File: config.mk
export PLATFORM = sky130hd
export DESIGN_NAME = uop_issue_queue
export DESIGN_NICKNAME = d
export VERILOG_FILES = /design/src/rtl/uop_pkg.sv /design/src/rtl/uop_issue_queue.sv
export SDC_FILE = /design/constraint.sdc
export NUM_CORES = 1
export LEC_CHECK = 0
export BUFFER_PORTS_ARGS = -buffer_cell sky130_fd_sc_hd__buf_2
export CAP_MARGIN = 20
export CELL_PAD_IN_SITES_DETAIL_PLACEMENT = 1
export CELL_PAD_IN_SITES_GLOBAL_PLACEMENT = 2
export CORE_MARGIN = 4
export CORE_UTILIZATION = 43
export DETAILED_ROUTE_END_ITERATION = 6
export PLACE_DENSITY = 0.89
export SYNTH_ARGS = -nofsm -noshare
export SYNTH_HDL_FRONTEND = slang
export SYNTH_SLANG_ARGS = --single-unit
File: constraint.sdc
create_clock -name clk -period 6.9 [get_ports clk]
set_input_delay 1.035 -clock clk [delete_from_list [all_inputs] [get_ports clk]]
set_output_delay 1.035 -clock clk [all_outputs]
set_load 0.02 [all_outputs]
File: src/rtl/uop_pkg.sv
// Shared uop definitions used by the issue queue and register_file_controller.
package uop_pkg;

    localparam int unsigned KIND_WIDTH     = 3;
    localparam int unsigned REGISTER_COUNT = 8;
    localparam int unsigned OPERAND1_WIDTH = $clog2(REGISTER_COUNT);
    localparam int unsigned OPERAND2_WIDTH = 4;

    localparam logic [KIND_WIDTH-1:0] KIND_NOP = '0;

    typedef struct packed {
        logic [KIND_WIDTH-1:0]     kind;
        logic [OPERAND1_WIDTH-1:0] operand1;
        logic [OPERAND2_WIDTH-1:0] operand2;
    } uop_t;

endpackage

File: src/rtl/uop_issue_queue.sv
// In-order uop FIFO with NOP drop on entry, flush, and a per-pop sequence number.
module uop_issue_queue
    import uop_pkg::*;
#(
    parameter int unsigned DEPTH          = 4,
    parameter int unsigned REGISTER_COUNT = uop_pkg::REGISTER_COUNT,
    parameter int unsigned KIND_WIDTH     = uop_pkg::KIND_WIDTH,
    parameter int unsigned OPERAND2_WIDTH = uop_pkg::OPERAND2_WIDTH,
    parameter int unsigned SEQ_WIDTH      = 4
) (
    input  logic                              clk,
    input  logic                              rst,
    input  logic                              flush,
    input  logic                              in_valid,
    output logic                              in_ready,
    input  logic [KIND_WIDTH-1:0]             in_kind,
    input  logic [$clog2(REGISTER_COUNT)-1:0] in_operand1,
    input  logic [OPERAND2_WIDTH-1:0]         in_operand2,
    output logic                              out_valid,
    output logic [KIND_WIDTH-1:0]             out_kind,
    output logic [$clog2(REGISTER_COUNT)-1:0] out_operand1,
    output logic [OPERAND2_WIDTH-1:0]         out_operand2,
    output logic [SEQ_WIDTH-1:0]              out_seq,
    input  logic                              out_accepted,
    output logic [$clog2(DEPTH+1)-1:0]        count
);

    localparam int unsigned PTR_W = $clog2(DEPTH);
    localparam int unsigned CNT_W = $clog2(DEPTH + 1);

    logic [PTR_W-1:0]     head_q, head_d;
    logic [PTR_W-1:0]     tail_q, tail_d;
    logic [CNT_W-1:0]     count_q, count_d;
    logic [SEQ_WIDTH-1:0] seq_q, seq_d;
    uop_t                 mem_q [DEPTH];

    logic push;
    logic pop;
    uop_t in_uop;
    uop_t head_uop;

    // Handshake and head presentation; full/empty come from count, never from pointers.
    assign in_ready  = !rst && !flush && (count_q != CNT_W'(DEPTH));
    assign out_valid = (count_q != '0);
    assign count     = count_q;
    assign out_seq   = seq_q;

    assign in_uop   = '{kind: in_kind, operand1: in_operand1, operand2: in_operand2};
    assign head_uop = mem_q[head_q];

    // Head fields read as zero while nothing is presented.
    always_comb begin
        out_kind     = '0;
        out_operand1 = '0;
        out_operand2 = '0;
        if (out_valid) begin
            out_kind     = head_uop.kind;
            out_operand1 = head_uop.operand1;
            out_operand2 = head_uop.operand2;
        end
    end

    // Next-state for pointers, occupancy and sequence counter; flush wins over push/pop.
    always_comb begin
        push    = in_valid && in_ready && (in_kind != KIND_NOP);
        pop     = out_valid && out_accepted;
        head_d  = head_q;
        tail_d  = tail_q;
        count_d = count_q;
        seq_d   = seq_q;
        if (flush) begin
            head_d  = '0;
            tail_d  = '0;
            count_d = '0;
        end else begin
            if (push) begin
                tail_d = tail_q + PTR_W'(1);
            end
            if (pop) begin
                head_d = head_q + PTR_W'(1);
                seq_d  = seq_q + SEQ_WIDTH'(1);
            end
            count_d = count_q + CNT_W'(push) - CNT_W'(pop);
        end
    end

    // Control state register.
    always_ff @(posedge clk) begin
        if (rst) begin
            head_q  <= '0;
            tail_q  <= '0;
            count_q <= '0;
            seq_q   <= '0;
        end else begin
            head_q  <= head_d;
            tail_q  <= tail_d;
            count_q <= count_d;
            seq_q   <= seq_d;
        end
    end

    // Storage writes; contents are intentionally left unreset.
    always_ff @(posedge clk) begin
        if (push) begin
            mem_q[tail_q] <= in_uop;
        end
    end

endmodule

After elaboration in Yosys (flattened, before gate mapping)
Memories as Yosys holds them, arrays and structs flattened. A register that Yosys moved wholly into a read port is not among the register bits.
Index checks and enable logic that the tools add are counted.
{"block": "classes", "addsub": 5, "eq_ne": 1, "mux": 7, "mul": 0, "n_reduce_logical": 11, "magnitude_cmp": 0, "bitwise_logic": 1, "n_div": 0, "shifts": 0}
{"op": "2-to-1 mux 3 bit", "n": 2}
{"op": "nonzero test 3 bit", "n": 2}
{"op": "logical AND 1 bit", "n": 5}
{"op": "adder 2 x 1 -> 2 bit, second input constant", "n": 2}
{"op": "adder 4 x 1 -> 4 bit, second input constant", "n": 1}
{"op": "2-to-1 mux 2 bit", "n": 2}
{"op": "2-to-1 mux 4 bit", "n": 1}
{"op": "adder 3 x 1 -> 3 bit", "n": 1}
{"op": "inequality test 3 bit, second input constant", "n": 1}
{"op": "subtractor 3 x 1 -> 3 bit", "n": 1}
{"op": "logical NOT 1 bit", "n": 2}
{"op": "2-to-1 mux 1 bit", "n": 2}
{"op": "AND reduction 2 bit", "n": 1}
{"op": "OR reduction 2 bit", "n": 1}
{"op": "NOT 1 bit", "n": 1}
{"block": "totals", "regBits": 11, "in_bits": 15, "mem_count": 1, "output_inout_bits": 19, "mem_bits_ro": 0, "latch_bits": 0, "wordCells": 30, "ramBits": 40}
{"memory": "mem_q", "words": 4, "word_bits": 10, "rd": 1, "rd_clocked_by_memory_dff": 1, "write_ports": 1, "line_no": "uop_issue_queue.sv:35", "text": "uop_t mem_q [DEPTH];"}

Depth between registers and ports, before layout
Gate-level depths: netlist of the first run.
{"block": "depth", "ltp_word": 7, "depth_mapped": 12, "mapped_depth_nobuf": 10}

Worst setup path after synthesis of the first run
Ideal clock, no wire load.
{"block": "synth_path", "kind": "input-to-reg", "startpoint": "in flush", "endpoint": "reg count_q[2], in the netlist count[2]", "n_path_buf": 2, "arrival_time_ns": 2.920, "required_time_ns": 6.776, "path_slack_ns": 3.857, "cell_stages": 12, "setup_ns": 0.124, "path_cell_list": "clkbuf_1 -> nor2_1 -> and3_1 -> buf_2 -> inv_1 -> ha_1 -> inv_1 -> ha_1 -> fa_1 -> xnor2_1 -> xnor2_1 -> nor2_1"}
{"block": "synth_between", "elab_chain_len": 7, "word_cells_on_any_way": 8, "classes_between": "2 x add/sub; 6 x reduce/logical"}
{"item": "start, declared", "line_no": "uop_issue_queue.sv:13", "text": "input logic flush,"}
{"item": "logical NOT 1 bit", "line_no": "uop_issue_queue.sv:43", "text": "assign in_ready = !rst && !flush && (count_q != CNT_W'(DEPTH));"}
{"item": "logical AND 1 bit (2 in a row)", "line_no": "uop_issue_queue.sv:43"}
{"item": "logical AND 1 bit (2 in a row)", "line_no": "uop_issue_queue.sv:65", "text": "push = in_valid && in_ready && (in_kind != KIND_NOP);"}
{"item": "adder 3 x 1 -> 3 bit", "line_no": "uop_issue_queue.sv:83", "text": "count_d = count_q + CNT_W'(push) - CNT_W'(pop);"}
{"item": "subtractor 3 x 1 -> 3 bit", "line_no": "uop_issue_queue.sv:83"}
{"item": "end signal, assigned", "line_no": "uop_issue_queue.sv:97", "text": "count_q <= count_d;"}
{"item": "end, declared", "line_no": "uop_issue_queue.sv:33", "text": "logic [CNT_W-1:0] count_q, count_d;"}
Parallel ways exist; a longest one is shown, timed or not.
A chain may end at the register's enable or synchronous reset.

Worst setup path in the final report of the first run
Same ends and word-level chain as after synthesis.

==> results of run 1 <==
cell usage in the layout, fill, tap and decap left out, types with 3 or more instances in the layout:
cell type  count
a21oi_1        4
nor2b_1       10
ha_1           7
inv_1          9
clkbuf_8       6
edfxtp_1      40
nor2_1         5
dfxtp_1       13
xnor2_1        3
and2_1         7
mux4_2        10
buf_2         33
cell families (layout without fill, tap and decap cells):
logic type / count (synthesis) / after routing / share of synthesized area [%]
xor gates and xnor gates: 4 / 4 / 1.609
DFF: 53 / 53 / 67.13
AOI/OAI and AO/OA: 12 / 12 / 4.023
muxes: 11 / 11 / 10.80
adders and majority gates: 8 / 8 / 4.942
buffers and inverters: 14 / 51 / 2.529
and+or+nand+nor: 33 / 33 / 8.966
registers in the layout, indices dropped and copies added (netlist names), named ones only:
signal / cells
head_q: 2
mem_q: 40
out_seq: 4
tail_q: 2
count: 3
metrics by stage:
step	instances	power, mW	area [um^2]
floorplan	135	0.3800	2177
global placement	231	0.3953	2412
detailed placement	231	0.3986	2412
CTS	239	0.6105	2532
global route	239	0.6310	2532
finish	239	0.6052	2532
routing by layer:
metal | wire, um | part of all wire (%) | up-vias | track usage [%]
li1 | - | - | 575 | -
met1 | 1869 | 43 | 595 | 20.50
met5 | 0 | 0 | - | 0
met3 | 120 | 2.8 | 4 | 2.834
met2 | 2330 | 53 | 20 | 27.10
met4 | 42 | 0.96 | 0 | 4.124
area by class of cell:
type                            instances  share of cell area (%)
Inverter                                9                   1.334
Sequential cell                        53                   57.71
Multi-Input combinational cell         68                   26.09
Timing Repair Buffer                   34                   6.818
Clock inverter                          2                   1.482
Clock buffer                            6                   3.261
Tap cell                               67                   3.310
power by group through the flow:
stage	logic (mW)	clock network [mW]	registers, mW
floorplan	0.0232	0	0.357
global placement	0.0385	0	0.357
detailed placement	0.0413	0	0.357
CTS	0.0416	0.219	0.350
global route	0.0456	0.235	0.351
finish	0.0406	0.215	0.350
critical path: cells and delay by family:
family | cells | cell delay (ps)
AND/OR/NAND/NOR | 3 | 720
buffers and inverters | 3 | 260
adder cells (fa/ha/maj) | 3 | 860
XOR/XNOR | 2 | 340
path summary, 6_finish.rpt:
check	to	from	cells after the start	slack, ps
worst max-delay path	count[2]	flush	11	3860
worst min-delay path	out_seq[3]	out_seq[3]	2	490
worst max register to register	count[2]	count[1]	9	4300
worst min register to register	out_seq[3]	out_seq[3]	2	490
==> impl_metrics.toml, run 1 <==
[timing]
slew_headroom_pct = 53.51
setup_viol = 0
fin_crit_ps = 3039
timing.hold.ws_ps = 494.7
fmax_mhz = 329.1
finalCritPeriodShare_pct = 44.04
final-hold-violation-count = 0
worst_pin_slew_ps = 696.5
rsz0062_at_grt = "false"
finClkSkew_ps = 3.750
slew_violations = 0
tns_ps = 0
timing.final.ws_setup_ps = 3861

[pwr]
power.share.combinational_pct = 6.7
netSwitchingFraction_pct = 20.63
ir_worst_vdd_uv = 168.3
p_leak_nw = 0.9197
p_int_uw = 480.4
pwr-share-seq_pct = 57.8
power.density_nw_per_um2 = 239.0
clockPowerShare_pct = 35.5
switching_power_uw = 124.9

[cts]
hold_buffers = 0
clock_latency_ps = 290
clk_pin_slew_ps = 90
ctsRootBufferMaster = "clkbuf_8"
cts_buffers = 5
clockBufferDepth = 2
htreeDepth = 2
clock_sinks = 53
cts_tree = "built"
cts_repair_resize_count = 0
post-cts-setup-buffers = 0

[placement]
hpwlAfterDp_um = 3127
io_buffers = 33
place.gp.congestion = 0.6891
pre_cts_slack_ps = 3536

[routing]
route.detailed.drc = 0
vias_per_cell = 4.996
drt_iter0_drc = 90
num_vias = 1194
wirelength_um = 4363
detail-route-antenna-nets = 0
dr.pass1.iters = 4
wl_per_cell_um = 18.26

[synth]
postSynth.asyncResetShare_pct = 0
synth_top_cells_by_count = "edfxtp_1 (40), dfxtp_1 (13), mux4_2 (10), nor2b_1 (10), inv_1 (9)"
yosysTopAreaCell = "edfxtp_1"
synth-edff-count = 40
syn_nets = 158
yosysWarningCount = 0
synth_seq_cells = 53
synth_cell_types = 30
yosys-top-cells-area = "edfxtp_1 (55%), dfxtp_1 (12%), mux4_2 (10%), ha_1 (4.0%), nor2b_1 (2.9%)"
synth_area_um2 = 2177
synthCells = 135
ys_dominant_reg_cell = "edfxtp_1"
synth_top_area_share_pct = 55.17
synth_most_common_cell = "edfxtp_1"
syn_area_per_cell_um2 = 16.13
yosysSeqAreaShare_pct = 67.13

[layout]
final-seq-area_um2 = 1461
nNetsFinal = 194
area_delta_synth_final_pct = 16.32
antennaDiodeCount = 0
fin_util_pct = 52.57
multi_input_area_um2 = 660.6
drive_gt1_share_pct = 31.40
fillers = 500

[global_routing]
track_usage_pct = 15.73
grt_pass1_vias = 1373
antenna_found_initial = 0
grt-ovfl-total = 0
grt_max_degree = 17
grt_pass1_wl_um = 7348

[floorplan]
die_x_um = 79.16
die_area_um2 = 6266
start_util_pct = 45.19
die_y_um = 79.16
io_pins = 34
core_area_um2 = 4817
num_rows = 25

[setup_path]
crit_chain = "buf_2 -> nor2_1 -> and3_1 -> inv_1 -> ha_1 -> inv_1 -> ha_1 -> fa_1 -> xnor2_1 -> xnor2_1 -> nor2_1"
max_stage_delay_ps = 390
critPathLaunchType = "input pin"
crit_path_end_kind = "flop"
slowest_stage = "fa_1"
required_ps = 7080
criticalPathCategory = "input pin to flop"
cp.arrival_ps = 3220
cp_max_fo = 10

[flow_run]
cap_viol_max_count = 0

[outcome]
outcome = "finished clean"

[worst_hold_path]
hp-class = "flop to flop"
Note: power is estimated with default switching activity, not from simulation.
==> run 2, diff against run 1 <==
Settings changed: ABC_AREA set to 1, CORE_UTILIZATION 43 to 32, PLACE_DENSITY 0.89 to 0.8.
Clock period 6.9 ns to 2.55 ns, I/O delays scaled along.
==> run 2 against run 1 <==
  * Combinational power rose to 2.9 times the previous value
  * Worst setup slack got worse by 3400 ps
  * Via count rose by 32%
  * Sequential power rose to 2.7 times the previous value
  * Clock skew rose by 4.0 ps
==> impl_metrics.toml, run 2 <==
[timing]
rsz0062_at_grt = "false"
finalCritPeriodShare_pct = 80.23
worst_pin_slew_ps = 627.1
timing.final.ws_setup_ps = 504.2
slew_headroom_pct = 58.15
final-hold-violation-count = 0
finClkSkew_ps = 7.798
fmax_mhz = 488.8
fin_crit_ps = 2046
timing.hold.ws_ps = 288.2
setup_viol = 0
slew_violations = 0
tns_ps = 0

[setup_path]
cp_max_fo = 20
r2r_slack_ps = 520
crit_path_end_kind = "output pin"
path_buf_inv = 2
r2r-end = "count[1]"
reg2reg_from = "count[1]"
criticalPathCategory = "flop to output pin"
crit_chain = "inv_1 -> o21ai_0 -> a21oi_1 -> buf_2"
cp.arrival_ps = 1660
required_ps = 2170
slowest_stage = "inv_1"
r2r_cells = 10
max_stage_delay_ps = 430
cp_top_family = "buffers and inverters"
critPathLaunchType = "flop"

[synth]
ys_dominant_reg_cell = "edfxtp_1"
syn_area_per_cell_um2 = 10.54
synth_top_cells_by_count = "nor2_1 (50), edfxtp_1 (40), inv_1 (21)"
yosysSeqAreaShare_pct = 63.89
synth_top_area_share_pct = 52.52
syn_nets = 240
synth_area_um2 = 2287
synth_cell_types = 24
postSynth.asyncResetShare_pct = 0
yosys-top-cells-area = "edfxtp_1 (53%), dfxtp_1 (11%), nor2_1 (8.2%), o21ai_0 (4.4%), a21oi_1 (4.2%)"
synthCells = 217
yosysWarningCount = 0
yosysTopAreaCell = "edfxtp_1"
synth-edff-count = 40
synth_most_common_cell = "nor2_1"
synth_seq_cells = 53

[global_routing]
grt_pass1_vias = 1652
grt_max_degree = 21
grt_pass1_wl_um = 7948
track_usage_pct = 12.06
grt-ovfl-total = 0
antenna_found_initial = 0

[placement]
pre_cts_slack_ps = 336.5
io_buffers = 33
dpl_cell_area_um2 = 2589
hpwlAfterDp_um = 3338
place.gp.congestion = 0.7647

[routing]
wirelength_um = 4719
num_vias = 1581
vias_per_cell = 4.466
route.detailed.drc = 0
dr.pass1.iters = 4
wl_per_cell_um = 13.33
detail-route-antenna-nets = 0
drt_iter0_drc = 68

[cts]
ctsRootBufferMaster = "clkbuf_8"
clock_latency_ps = 310
clockBufferDepth = 2
htreeDepth = 2
clock_sinks = 53
clk_pin_slew_ps = 90
post-cts-setup-buffers = 0
cts_repair_resize_count = 0
hold_buffers = 0
cts_buffers = 5
cts_tree = "built"

[layout]
regMostFlops = "mem_q"
area_delta_synth_final_pct = 17.29
fin_area_um2 = 2683
largest_register_ffs = 40
antennaDiodeCount = 0
nNetsFinal = 280
final_cell_mix = "nor2_1 (50), edfxtp_1 (40), buf_2 (33)"
fillers = 793
drive_gt1_share_pct = 23.26
mostFrequentLayoutCell = "nor2_1"

[pwr]
p_leak_nw = 1.070
power.density_nw_per_um2 = 576.2
ir_worst_vdd_uv = 178.2
finalPower_mw = 1.546

[floorplan]
start_util_pct = 33.30
core_area_um2 = 6869
num_rows = 30
io_pins = 34
die_y_um = 92.54
die_area_um2 = 8564
die_x_um = 92.54

[worst_hold_path]
hp-class = "input pin to flop"
hp-start = "in_operand2[3]"
whs_path_depth = 1
hold_end = "mem_q[0][3]"

[flow_run]
cap_viol_max_count = 0

[outcome]
outcome = "finished clean"
[run 2: logic make-up after synthesis]
logic type | share of synthesized area (%)
XOR/XNOR | 1.149
buffers and inverters | 5.470
AND/OR/NAND/NOR | 15.65
flip-flops | 63.89
adder cells (fa/ha/maj) | 4.704
AO/OA/AOI/OAI | 9.136
[run 2: cell type report]
class | instances | area [um^2] | area share, %
Tap cell | 96 | 120.1 | 4.478
Clock inverter | 1 | 7.507 | 0.2799
Sequential cell | 53 | 1461 | 54.48
Multi-Input combinational cell | 132 | 700.7 | 26.12
Clock buffer | 7 | 86.33 | 3.218
Timing Repair Buffer | 38 | 202.7 | 7.556
Inverter | 27 | 103.9 | 3.871
[run 2: per-stage QoR]
stage / std cells / util (%)
2_1_floorplan: 217 / -
4_1_cts: 354 / 39.05
3_5_place_dp: 346 / 37.69
3_3_place_gp: 346 / 37.69
6_report: 354 / 39.05
5_1_grt: 354 / 39.05
[run 2: worst max path at each step]
stage,start,to,cells past startpoint,slack (ps)
2_1_floorplan,count[1],count[2],12,530
3_3_place_gp,rst,count[2],14,380
3_5_place_dp,rst,count[1],13,340
4_1_cts,count[1],count[1],11,470
5_1_grt,flop,out_operand2[0],4,300
6_report,flop,out_operand2[0],4,500
[run 2: power breakdown]
part | switching (mW) | internal [mW]
Sequential | 0.00541 | 0.935
Clock | 0.267 | 0.221
Combinational | 0.0799 | 0.0373
Total | 0.352 | 1.19
[run 2: layer usage]
metal / part of all wire (%) / GRT usage (%) / vias up
met5: 0 / 0 / -
met2: 48 / 20.06 / 28
met1: 46 / 15.28 / 753
met3: 4.5 / 3.493 / 6
li1: - / - / 794
met4: 1.2 / 3.342 / 0
==> run 3, diff against run 2 <==
Clock period 2.55 ns to 1.75 ns, I/O delays scaled along.
==> run 3 against run 2 <==
  * Die area did not move
  * Clock skew is 3.2 ps lower
  * First-iteration DRC count decreased by 25%
  * Non-clock buffer count grew 22
  * Via count grew 5.8%
  * The flow now finishes with violations (negative setup slack)
  * Sequential cell count unchanged
  * Register-to-register slack worse by 590 ps
  * Wire length is 16% higher
  * Critical path depth is 6 higher
  * Clock-buffer cell count down 2
==> impl_metrics.toml, run 3 (synthesized netlist as in run 2, its figures left out) <==
[cts]
htreeDepth = 2
clockBufferDepth = 2
clock_sinks = 53
clock_latency_ps = 300
ctsRootBufferMaster = "clkbuf_8"
clk_pin_slew_ps = 90
cts_buffers = 5
cts_tree = "built"
hold_buffers = 0

[pwr]
p_leak_nw = 1.202
ir_worst_vdd_uv = 388.5
power.density_nw_per_um2 = 757.2

[setup_path]
cp.arrival_ps = 2060
criticalPathCategory = "flop to flop"
cp_max_fo = 3
required_ps = 1990
crit_path_end_kind = "flop"
critPathLaunchType = "flop"

[global_routing]
grt_pass1_vias = 1654
grt-ovfl-total = 0
grt_pass1_wl_um = 8445
grt_max_degree = 21
track_usage_pct = 12.96
antenna_found_initial = 0

[layout]
largest_register_ffs = 40
fin_area_um2 = 3027
area_delta_synth_final_pct = 32.33
final-seq-area_um2 = 1475
final_cell_mix = "nor2_1 (46), edfxtp_1 (40), buf_4 (30)"
fin_util_pct = 44.06
antennaDiodeCount = 0
regMostFlops = "mem_q"
drive_gt1_share_pct = 37.01
fillers = 777
multi_input_area_um2 = 763.2
mostFrequentLayoutCell = "nor2_1"
nNetsFinal = 303

[timing]
slew_headroom_pct = 82.47
tns_ps = -78.97
fmax_mhz = 549.3
slew_violations = 0
finClkSkew_ps = 4.566
final-hold-violation-count = 0
timing.hold.ws_ps = 166.0
finalCritPeriodShare_pct = 104.0
setup_viol = 2
rsz0062_at_grt = "true"
fin_crit_ps = 1820
worst_pin_slew_ps = 262.9
timing.final.ws_setup_ps = -70.37

[placement]
place.gp.congestion = 0.7116
pre_cts_slack_ps = -179.6
dpl_cell_area_um2 = 2771
hpwlAfterDp_um = 3754
io_buffers = 33

[floorplan]
core_area_um2 = 6869
start_util_pct = 33.30
num_rows = 30
die_y_um = 92.54
die_x_um = 92.54
io_pins = 34
die_area_um2 = 8564

[routing]
detail-route-antenna-nets = 0
wirelength_um = 5474
drt_iter0_drc = 51
num_vias = 1672
route.detailed.drc = 0
vias_per_cell = 4.435
dr.pass1.iters = 4
wl_per_cell_um = 14.52

[outcome]
violations = "negative setup slack"
outcome = "finished with violations"

[worst_hold_path]
hp-class = "input pin to flop"

[flow_run]
cap_viol_max_count = 0
-- run 3: worst max-delay path, cell delays in order, from the launching register on --
cell and delay, ps:
dfxtp_4 360, nor2_4 150, nand2_4 70, nand2_4 70
inv_4 40, ha_4 260, inv_4 40, ha_4 150
fa_2 520, inv_2 30, nor2_1 70
-- run 3: path summary, 6_finish.rpt --
kind	startpoint	to	slack, ps	cells past startpoint
setup reg to reg	count[1]	count[1]	-70	10
hold reg to reg	head_q[1]	flop	500	2
setup / recovery	count[1]	count[1]	-70	10
hold / removal	in_operand2[0]	mem_q[3][0]	170	1
-- run 3: final cells by class --
type | instances | area share (%)
Inverter | 27 | 4.093
Multi-Input combinational cell | 132 | 25.22
Clock inverter | 3 | 0.7028
Clock buffer | 5 | 2.274
Sequential cell | 53 | 48.74
Tap cell | 96 | 3.969
Timing Repair inverter | 1 | 0.2894
Timing Repair Buffer | 60 | 14.72
-- run 3: what timing repair did --
action	in CTS	in global routing
cloned	0	3
setup endpoints to repair	12	10
buffers inserted	1	1
gates resized for setup	12	32
pin swaps	6	10
-- run 3: per-layer routing --
metal	part of all wire (%)	up-vias	track usage, %
met3	2.9	5	3.168
met5	0	-	0
met2	53	21	22.60
li1	-	842	-
met4	1.4	0	4.455
met1	42	804	15.56
-- run 3: metrics by stage --
step | cells | power, mW
4_1_cts | 374 | 2.300
5_1_grt | 377 | 2.407
3_5_place_dp | 365 | 1.608
6_report | 377 | 2.292
3_3_place_gp | 365 | 1.600
2_1_floorplan | 217 | 1.505
-- run 3: where the power goes --
part | switching, mW | internal, mW
registers | 0.00859 | 1.36
clock network | 0.396 | 0.284
logic | 0.145 | 0.0987
